--- src/rtl/xspi_slave_responder_if.sv ---
// Pad-side and memory-side signal bundle of the xSPI 8S-8S-8S target responder.
// The slave modport is the responder's view; the master modport is the link/memory side.
interface xspi_slave_responder_if;
  logic        cs_n;
  logic [7:0]  dq_in;
  logic [7:0]  dq_out;
  logic        dq_oe;
  logic [47:0] mem_addr;
  logic [63:0] mem_wdata;
  logic        mem_wr_en;
  logic        mem_rd_en;
  logic [63:0] mem_rdata;
  logic        done;
  logic        crc_ca_match;
  logic        crc_ca_error;
  logic        crc_data_match;
  logic        crc_data_error;
  logic [7:0]  nack_count;

  modport slave (
    input  cs_n, dq_in, mem_rdata,
    output dq_out, dq_oe, mem_addr, mem_wdata, mem_wr_en, mem_rd_en, done,
           crc_ca_match, crc_ca_error, crc_data_match, crc_data_error, nack_count
  );

  modport master (
    output cs_n, dq_in, mem_rdata,
    input  dq_out, dq_oe, mem_addr, mem_wdata, mem_wr_en, mem_rd_en, done,
           crc_ca_match, crc_ca_error, crc_data_match, crc_data_error, nack_count
  );
endinterface

--- src/rtl/xspi_slave_responder.sv ---
// xSPI 8S-8S-8S target responder: decodes CA frames a byte per clk, checks CA and write-data
// CRC-8, answers with an ACK/NACK/ILL status byte and returns CRC-protected read data.
module xspi_slave_responder #(
  parameter int unsigned TURN_CYCLES = 4,
  parameter logic [7:0]  CMD_WRITE   = 8'hA5,
  parameter logic [7:0]  CMD_READ    = 8'hFF,
  parameter logic [7:0]  ACK_BYTE    = 8'hAC,
  parameter logic [7:0]  NACK_BYTE   = 8'hEE,
  parameter logic [7:0]  ILL_BYTE    = 8'hE1
) (
  input logic                   clk,
  input logic                   rst,
  xspi_slave_responder_if.slave bus
);
  typedef enum logic [3:0] {
    IDLE, ADDR, CA_CRC, WDATA, WCRC, TURN, STATUS, RDATA, RCRC, WAIT_CS
  } state_t;

  localparam logic [3:0] TURN_LAST = 4'(TURN_CYCLES - 32'd1);

  function automatic logic [7:0] crc8_byte(input logic [7:0] crc_in, input logic [7:0] data);
    logic [7:0] c;
    c = crc_in ^ data;
    for (int i = 0; i < 8; i++) begin
      c = c[7] ? ({c[6:0], 1'b0} ^ 8'h07) : {c[6:0], 1'b0};
    end
    return c;
  endfunction

  function automatic logic [7:0] crc8_word(input logic [63:0] word);
    logic [7:0]  c;
    logic [63:0] w;
    c = 8'h00;
    w = word;
    for (int i = 0; i < 8; i++) begin
      c = crc8_byte(c, w[63:56]);
      w = {w[55:0], 8'h00};
    end
    return c;
  endfunction

  state_t      state_r, state_s;
  logic [3:0]  cnt_r, cnt_s;
  logic [7:0]  resp_r, resp_s;
  logic [7:0]  cmd_r, crc_r;
  logic [47:0] addr_sh_r;
  logic [63:0] wdata_sh_r, rd_sh_r;
  logic [7:0]  rd_crc_r;
  logic        rd_cap_r;
  logic [7:0]  dq_out_r, dq_out_s, nack_count_r;
  logic [47:0] mem_addr_r;
  logic [63:0] mem_wdata_r;
  logic        dq_oe_r, dq_oe_s, wr_en_r, wr_en_s, rd_en_r, rd_en_s, done_r, done_s;
  logic        ca_match_r, ca_match_s, ca_error_r, ca_error_s;
  logic        d_match_r, d_match_s, d_error_r, d_error_s;
  logic        latch_addr_s, latch_wdata_s, nack_inc_s;

  // Next-state and next-output decode; every output is registered from these values.
  always_comb begin
    state_s = state_r; cnt_s = cnt_r; resp_s = resp_r;
    dq_out_s = 8'h00; dq_oe_s = 1'b0; wr_en_s = 1'b0; rd_en_s = 1'b0; done_s = 1'b0;
    ca_match_s = 1'b0; ca_error_s = 1'b0; d_match_s = 1'b0; d_error_s = 1'b0;
    latch_addr_s = 1'b0; latch_wdata_s = 1'b0; nack_inc_s = 1'b0;
    if (bus.cs_n && state_r != IDLE && state_r != WAIT_CS) begin
      state_s = IDLE;
      cnt_s   = 4'd0;
    end else begin
      case (state_r)
        IDLE: begin
          if (!bus.cs_n) begin state_s = ADDR; cnt_s = 4'd0; end
          else begin state_s = IDLE; end
        end
        ADDR: begin
          if (cnt_r == 4'd5) begin state_s = CA_CRC; cnt_s = 4'd0; end
          else begin cnt_s = cnt_r + 4'd1; end
        end
        CA_CRC: begin
          cnt_s = 4'd0;
          if (bus.dq_in == crc_r) begin
            ca_match_s   = 1'b1;
            latch_addr_s = 1'b1;
            if (cmd_r == CMD_WRITE) begin
              state_s = WDATA;
            end else if (cmd_r == CMD_READ) begin
              state_s = TURN; rd_en_s = 1'b1; resp_s = ACK_BYTE;
            end else begin
              state_s = TURN; resp_s = ILL_BYTE;
            end
          end else begin
            ca_error_s = 1'b1; state_s = TURN; resp_s = NACK_BYTE;
          end
        end
        WDATA: begin
          if (cnt_r == 4'd7) begin state_s = WCRC; cnt_s = 4'd0; end
          else begin cnt_s = cnt_r + 4'd1; end
        end
        WCRC: begin
          state_s = TURN;
          cnt_s   = 4'd0;
          if (bus.dq_in == crc_r) begin
            d_match_s = 1'b1; latch_wdata_s = 1'b1; resp_s = ACK_BYTE;
          end else begin
            d_error_s = 1'b1; resp_s = NACK_BYTE;
          end
        end
        TURN: begin
          if (cnt_r == TURN_LAST) begin
            state_s    = STATUS;
            cnt_s      = 4'd0;
            dq_oe_s    = 1'b1;
            dq_out_s   = resp_r;
            wr_en_s    = (cmd_r == CMD_WRITE) && (resp_r == ACK_BYTE);
            nack_inc_s = (resp_r == NACK_BYTE);
          end else begin
            cnt_s = cnt_r + 4'd1;
          end
        end
        STATUS: begin
          if (cmd_r == CMD_READ && resp_r == ACK_BYTE) begin
            state_s = RDATA; cnt_s = 4'd0; dq_oe_s = 1'b1; dq_out_s = rd_sh_r[63:56];
          end else begin
            state_s = WAIT_CS; done_s = 1'b1;
          end
        end
        RDATA: begin
          dq_oe_s = 1'b1;
          if (cnt_r == 4'd7) begin
            state_s = RCRC; dq_out_s = rd_crc_r;
          end else begin
            cnt_s = cnt_r + 4'd1; dq_out_s = rd_sh_r[63:56];
          end
        end
        RCRC: begin
          state_s = WAIT_CS; done_s = 1'b1;
        end
        WAIT_CS: begin
          if (bus.cs_n) begin state_s = IDLE; end
          else begin state_s = WAIT_CS; end
        end
        default: begin
          state_s = IDLE; cnt_s = 4'd0;
        end
      endcase
    end
  end

  // State, counter and pending-status registers.
  always_ff @(posedge clk) begin
    if (rst) begin
      state_r <= IDLE;
      cnt_r   <= 4'd0;
      resp_r  <= 8'h00;
    end else begin
      state_r <= state_s;
      cnt_r   <= cnt_s;
      resp_r  <= resp_s;
    end
  end

  // Frame datapath: command, running CRC, address/data shifters and read-data capture.
  always_ff @(posedge clk) begin
    if (rst) begin
      cmd_r <= 8'h00; crc_r <= 8'h00; addr_sh_r <= 48'h0; wdata_sh_r <= 64'h0;
      rd_sh_r <= 64'h0; rd_crc_r <= 8'h00; rd_cap_r <= 1'b0;
    end else begin
      rd_cap_r <= rd_en_r;
      if (rd_cap_r) begin
        rd_sh_r  <= bus.mem_rdata;
        rd_crc_r <= crc8_word(bus.mem_rdata);
      end else if (state_s == RDATA) begin
        rd_sh_r <= {rd_sh_r[55:0], 8'h00};
      end
      case (state_r)
        IDLE:   if (!bus.cs_n) begin cmd_r <= bus.dq_in; crc_r <= crc8_byte(8'h00, bus.dq_in); end
        ADDR:   if (!bus.cs_n) begin addr_sh_r <= {addr_sh_r[39:0], bus.dq_in}; crc_r <= crc8_byte(crc_r, bus.dq_in); end
        CA_CRC: crc_r <= 8'h00;
        WDATA:  if (!bus.cs_n) begin wdata_sh_r <= {wdata_sh_r[55:0], bus.dq_in}; crc_r <= crc8_byte(crc_r, bus.dq_in); end
        default: begin end
      endcase
    end
  end

  // Registered outputs, latched memory address/data and saturating NACK counter.
  always_ff @(posedge clk) begin
    if (rst) begin
      dq_out_r <= 8'h00; dq_oe_r <= 1'b0; wr_en_r <= 1'b0; rd_en_r <= 1'b0; done_r <= 1'b0;
      ca_match_r <= 1'b0; ca_error_r <= 1'b0; d_match_r <= 1'b0; d_error_r <= 1'b0;
      mem_addr_r <= 48'h0; mem_wdata_r <= 64'h0; nack_count_r <= 8'h00;
    end else begin
      dq_out_r <= dq_out_s; dq_oe_r <= dq_oe_s; wr_en_r <= wr_en_s; rd_en_r <= rd_en_s;
      done_r <= done_s; ca_match_r <= ca_match_s; ca_error_r <= ca_error_s;
      d_match_r <= d_match_s; d_error_r <= d_error_s;
      if (latch_addr_s) mem_addr_r <= addr_sh_r;
      if (latch_wdata_s) mem_wdata_r <= wdata_sh_r;
      if (nack_inc_s && nack_count_r != 8'hFF) nack_count_r <= nack_count_r + 8'd1;
    end
  end

  assign bus.dq_out         = dq_out_r;
  assign bus.dq_oe          = dq_oe_r;
  assign bus.mem_addr       = mem_addr_r;
  assign bus.mem_wdata      = mem_wdata_r;
  assign bus.mem_wr_en      = wr_en_r;
  assign bus.mem_rd_en      = rd_en_r;
  assign bus.done           = done_r;
  assign bus.crc_ca_match   = ca_match_r;
  assign bus.crc_ca_error   = ca_error_r;
  assign bus.crc_data_match = d_match_r;
  assign bus.crc_data_error = d_error_r;
  assign bus.nack_count     = nack_count_r;
endmodule
--- src/flat_wrapper.sv ---
// flat-port wrapper written by rule: the top's interface ports become plain ports
module xspi_slave_responder_flat 
#(
  parameter int unsigned TURN_CYCLES = 4,
  parameter logic [7:0]  CMD_WRITE   = 8'hA5,
  parameter logic [7:0]  CMD_READ    = 8'hFF,
  parameter logic [7:0]  ACK_BYTE    = 8'hAC,
  parameter logic [7:0]  NACK_BYTE   = 8'hEE,
  parameter logic [7:0]  ILL_BYTE    = 8'hE1
)
  (clk, rst, bus_cs_n, bus_dq_in, bus_mem_rdata, bus_dq_out, bus_dq_oe, bus_mem_addr, bus_mem_wdata, bus_mem_wr_en, bus_mem_rd_en, bus_done, bus_crc_ca_match, bus_crc_ca_error, bus_crc_data_match, bus_crc_data_error, bus_nack_count);
  xspi_slave_responder_if bus_i ();
  input logic clk;
  input logic rst;
  input wire logic [$bits(bus_i.cs_n)-1:0] bus_cs_n;
  input wire logic [$bits(bus_i.dq_in)-1:0] bus_dq_in;
  input wire logic [$bits(bus_i.mem_rdata)-1:0] bus_mem_rdata;
  output wire logic [$bits(bus_i.dq_out)-1:0] bus_dq_out;
  output wire logic [$bits(bus_i.dq_oe)-1:0] bus_dq_oe;
  output wire logic [$bits(bus_i.mem_addr)-1:0] bus_mem_addr;
  output wire logic [$bits(bus_i.mem_wdata)-1:0] bus_mem_wdata;
  output wire logic [$bits(bus_i.mem_wr_en)-1:0] bus_mem_wr_en;
  output wire logic [$bits(bus_i.mem_rd_en)-1:0] bus_mem_rd_en;
  output wire logic [$bits(bus_i.done)-1:0] bus_done;
  output wire logic [$bits(bus_i.crc_ca_match)-1:0] bus_crc_ca_match;
  output wire logic [$bits(bus_i.crc_ca_error)-1:0] bus_crc_ca_error;
  output wire logic [$bits(bus_i.crc_data_match)-1:0] bus_crc_data_match;
  output wire logic [$bits(bus_i.crc_data_error)-1:0] bus_crc_data_error;
  output wire logic [$bits(bus_i.nack_count)-1:0] bus_nack_count;
  assign bus_i.cs_n = bus_cs_n;
  assign bus_i.dq_in = bus_dq_in;
  assign bus_i.mem_rdata = bus_mem_rdata;
  assign bus_dq_out = bus_i.dq_out;
  assign bus_dq_oe = bus_i.dq_oe;
  assign bus_mem_addr = bus_i.mem_addr;
  assign bus_mem_wdata = bus_i.mem_wdata;
  assign bus_mem_wr_en = bus_i.mem_wr_en;
  assign bus_mem_rd_en = bus_i.mem_rd_en;
  assign bus_done = bus_i.done;
  assign bus_crc_ca_match = bus_i.crc_ca_match;
  assign bus_crc_ca_error = bus_i.crc_ca_error;
  assign bus_crc_data_match = bus_i.crc_data_match;
  assign bus_crc_data_error = bus_i.crc_data_error;
  assign bus_nack_count = bus_i.nack_count;
  xspi_slave_responder #(.TURN_CYCLES(TURN_CYCLES), .CMD_WRITE(CMD_WRITE), .CMD_READ(CMD_READ), .ACK_BYTE(ACK_BYTE), .NACK_BYTE(NACK_BYTE), .ILL_BYTE(ILL_BYTE)) u_core (.clk(clk), .rst(rst), .bus(bus_i));
endmodule
--- config.mk ---
export PLATFORM = sky130hd
export DESIGN_NAME = xspi_slave_responder_flat
export DESIGN_NICKNAME = d
export VERILOG_FILES = /design/src/rtl/xspi_slave_responder_if.sv /design/src/rtl/xspi_slave_responder.sv /design/src/flat_wrapper.sv
export SDC_FILE = /design/constraint.sdc
export NUM_CORES = 1
export LEC_CHECK = 0
export BUFFER_PORTS_ARGS = -buffer_cell sky130_fd_sc_hd__buf_2
export CAP_MARGIN = 0
export CORE_MARGIN = 2
export CORE_UTILIZATION = 47
export CTS_CLUSTER_DIAMETER = 50
export DETAILED_ROUTE_END_ITERATION = 10
export GPL_ROUTABILITY_DRIVEN = 0
export PLACE_DENSITY = 0.7
export SETUP_SLACK_MARGIN = 0.5
export SYNTH_ARGS = -nofsm -noshare
export SYNTH_HDL_FRONTEND = slang
export SYNTH_SLANG_ARGS = --single-unit
--- constraint.sdc ---
create_clock -name clk -period 10.6 [get_ports clk]
set_input_delay 1.06 -clock clk [delete_from_list [all_inputs] [get_ports clk]]
set_output_delay 1.06 -clock clk [all_outputs]
set_load 0.005 [all_outputs]
==> results_dict.tcl <==
set metrics [dict create \
    cts_resized 0 \
    reg2reg_slack_ns 6.84 \
    rows 66 \
    grt_antenna_before_repair 0 \
    grt.overflow.total 0 \
    outcome "completed" \
    clock_sinks 350 \
    core_sq_um 32400 \
    synth-main-ff-cell "dfxtp_1" \
    setup_viol 0 \
    clk-insertion-delay-late_ns 0.53 \
    yosysUniqueCellTypes 51 \
    drt_pass1_iterations 7 \
    p_sw_uw 1660 \
    syn_avg_cell_area_sq_um 8.29 \
    path_clk_slew_ns 0.06 \
    finalHoldViolations 0 \
    cts_tree "built" \
    ant_nets 0 \
    post_drt_wl_per_cell_microns 16.1 \
    slew_headroom 0.295 \
    portBuffers 210 \
    die_w_microns 185 \
    final.setup.tns_ns 0 \
    wl_microns 39700 \
    n_fill_cell 3038 \
    rsz0062_at_grt "false" \
    p_leak_uw 0.00692 \
    cp_data_arrival_time_ns 4.54 \
    fmax_mhz 240 \
    finalCriticalPeriod_ns 4.17 \
    multi_input_area_sq_um 7660 \
    vias 13063 \
    grt_pass1_wl_microns 62900 \
    synthCells 1858 \
    worstSetupPathType "primary input to register" \
    final_area_sq_um 18000 \
    power_per_cell_area_nw_per_um2 287 \
    timing.hold.ws_ns 0.448 \
    cts_buffer_depth 3 \
    clock-root-buffer "clkbuf_16" \
    cts_buffers 42 \
    track_usage 0.227 \
    cp_max_fo 4 \
    irDropWorstVdd_mv 0.477 \
    min-delay-path-class "register to register" \
    drive_above_1_share 0.155 \
    initial_utilization 0.476 \
    total_power_uw 5170 \
    syn_nets 1939 \
    maxCapViolCount 0 \
    synth-seq-cells 350 \
    power_frac_seq 0.257 \
    grt_max_degree 214 \
    synth_top_area_share 0.455 \
    stdcell_count 2460 \
    clkPwrFrac 0.280 \
    seq_area_frac_synth 0.455 \
    pwr-share-comb 0.463 \
    synthMostInstantiatedCell "nand2_1" \
    drc 0 \
    placed_area_sq_um 16600 \
    vias_per_cell 5.31 \
    worst_pin_slew_ns 1.06 \
    regArea_sq_um 7010 \
    grt_pass1_vias 12139 \
    antennaDiodeCount 0 \
    synthTopCellsByArea "dfxtp_1 45%, nand2_1 13%, a21oi_1 10%, xnor2_1 6.9%, xnor3_1 4.5%" \
    synth_edf_count 0 \
    crit_slowest_cell "xnor3_1" \
    synth_top_area_cell "dfxtp_1" \
    path_cells "buf_2, xnor3_1, xnor2_1, xnor3_1, xnor2_2, xnor3_1, xnor3_1, xnor2_1, xnor2_1, xnor2_1, mux2i_1, nor2_1" \
    dieArea_sq_um 34200 \
    finClkSkew_ns 0.0187 \
    dp_cells 2387 \
    required_ns 10.96 \
    cts_htree_levels 2 \
    ys_async_sr_fraction 0 \
    final_nets 2070 \
    num_io_pins 211 \
    start_kind "primary input" \
    slowest_delay_ns 0.51 \
    syn_area_sq_um 15400 \
    slew_viol_final 0 \
    die_h_microns 185 \
    synth_warnings 0 \
    synthTopCellsByCount "529 x nand2_1, 350 x dfxtp_1, 310 x a21oi_1" \
    hpwl_microns 26100 \
    p_int_uw 3510 \
    ctsHoldBuffers 0 \
    cp-end-kind "register" \
    drt-initial-drc-count 1173 \
    p_sw_frac 0.322 \
    postCtsSetupRepairBufs 0 \
    areaGrowthSynthToFinish_pct 17.2 \
    min_period_over_period 0.394 \
]
[critical path, delay by kind of cell]
| family | cells | cell delay, ns |
|---|---|---|
| XOR/XNOR | 9 | 3.17 |
| AND/OR/NAND/NOR | 1 | 0.06 |
| multiplexers | 1 | 0.13 |
| buffers and inverters | 1 | 0.12 |
[power by group through the flow]
stage | Sequential (uW) | Clock, uW | Combinational (uW)
3_5_place_dp | 1360 | 0 | 2390
2_1_floorplan | 1360 | 0 | 2080
6_report | 1330 | 1450 | 2390
5_1_grt | 1330 | 1530 | 2580
3_3_place_gp | 1360 | 0 | 2310
4_1_cts | 1330 | 1470 | 2390
[sequential cells by signal, indices dropped and copies added (netlist names), 5 cells and up]
register / cells
u_core.bus.dq_out: 8
u_core.bus.nack_count: 8
u_core.wdata_sh_r: 64
u_core.bus.mem_wdata: 64
u_core.cmd_r: 8
u_core.addr_sh_r: 48
u_core.rd_sh_r: 64
u_core.crc_r: 8
u_core.resp_r: 5
u_core.rd_crc_r: 8
u_core.bus.mem_addr: 48
[worst paths after layout]
kind / endpoint / from / cells after the start
setup / recovery: u_core.rd_crc_r[2]$_SDFFE_PP0P_ / bus_mem_rdata[56] / 12
hold / removal: u_core.bus.mem_wdata[59]$_SDFFE_PP0P_ / u_core.bus.mem_wdata[59]$_SDFFE_PP0P_ / 2
setup reg to reg: u_core.rd_sh_r[30]$_SDFFE_PP0P_ / u_core.resp_r[5]$_SDFFE_PP0P_ / 10
hold reg to reg: u_core.bus.mem_wdata[59]$_SDFFE_PP0P_ / u_core.bus.mem_wdata[59]$_SDFFE_PP0P_ / 2
[per-stage QoR]
stage / setup slack [ns] / util
3_3_place_gp: 6.04 / 0.514
4_1_cts: 6.45 / 0.557
6_report: 6.43 / 0.557
5_1_grt: 6.24 / 0.557
3_5_place_dp: 5.95 / 0.514
2_1_floorplan: 6.24 / -
[layer usage]
layer	vias to the layer above	part of all wire	track usage
li1	6429	-	-
met1	6179	0.45	0.318
met2	390	0.46	0.360
met3	65	0.065	0.0378
met4	0	0.026	0.0714
met5	-	0	0
[layout make-up]
type,count,area share
inverter,66,0.0137
clock buffer,57,0.0675
multi-input combinational,1307,0.424
tap,442,0.0307
timing repair buffer,222,0.0645
clock inverter,16,0.0107
sequential,350,0.389
[kinds of logic after synthesis]
| logic type | Yosys count | synth area share |
|---|---|---|
| AO/OA/AOI/OAI | 411 | 0.154 |
| XOR/XNOR | 197 | 0.148 |
| adder cells (fa/ha/maj) | 6 | 0.00487 |
| buffers and inverters | 201 | 0.0499 |
| flip-flops | 350 | 0.455 |
| multiplexers | 20 | 0.0131 |
| AND/OR/NAND/NOR | 673 | 0.175 |
[cells in the final DEF (no fill, tap or decap), types with 4 or more instances in the layout]
| cell | n |
|---|---|
| buf_4 | 11 |
| nand4_1 | 5 |
| o221ai_1 | 4 |
| nand2_1 | 529 |
| mux2i_1 | 19 |
| ha_1 | 6 |
| inv_1 | 66 |
| and3_1 | 5 |
| clkbuf_1 | 5 |
| nor2_1 | 68 |
| dfxtp_1 | 349 |
| or3_1 | 5 |
| a221oi_1 | 56 |
| clkinv_2 | 4 |
| xnor2_2 | 4 |
| a222oi_1 | 7 |
| xnor3_1 | 31 |
| xor2_1 | 34 |
| o21ai_0 | 13 |
| nand3_1 | 11 |
| inv_6 | 5 |
| nor4_1 | 6 |
| clkbuf_16 | 43 |
| clkbuf_8 | 9 |
| xnor2_1 | 122 |
| nor3_2 | 4 |
| buf_2 | 209 |
| a22oi_1 | 4 |
| nor3_1 | 14 |
| a21oi_1 | 310 |
| nand3b_1 | 8 |
| a211oi_1 | 5 |
Power figures use the tool's default switching activity.
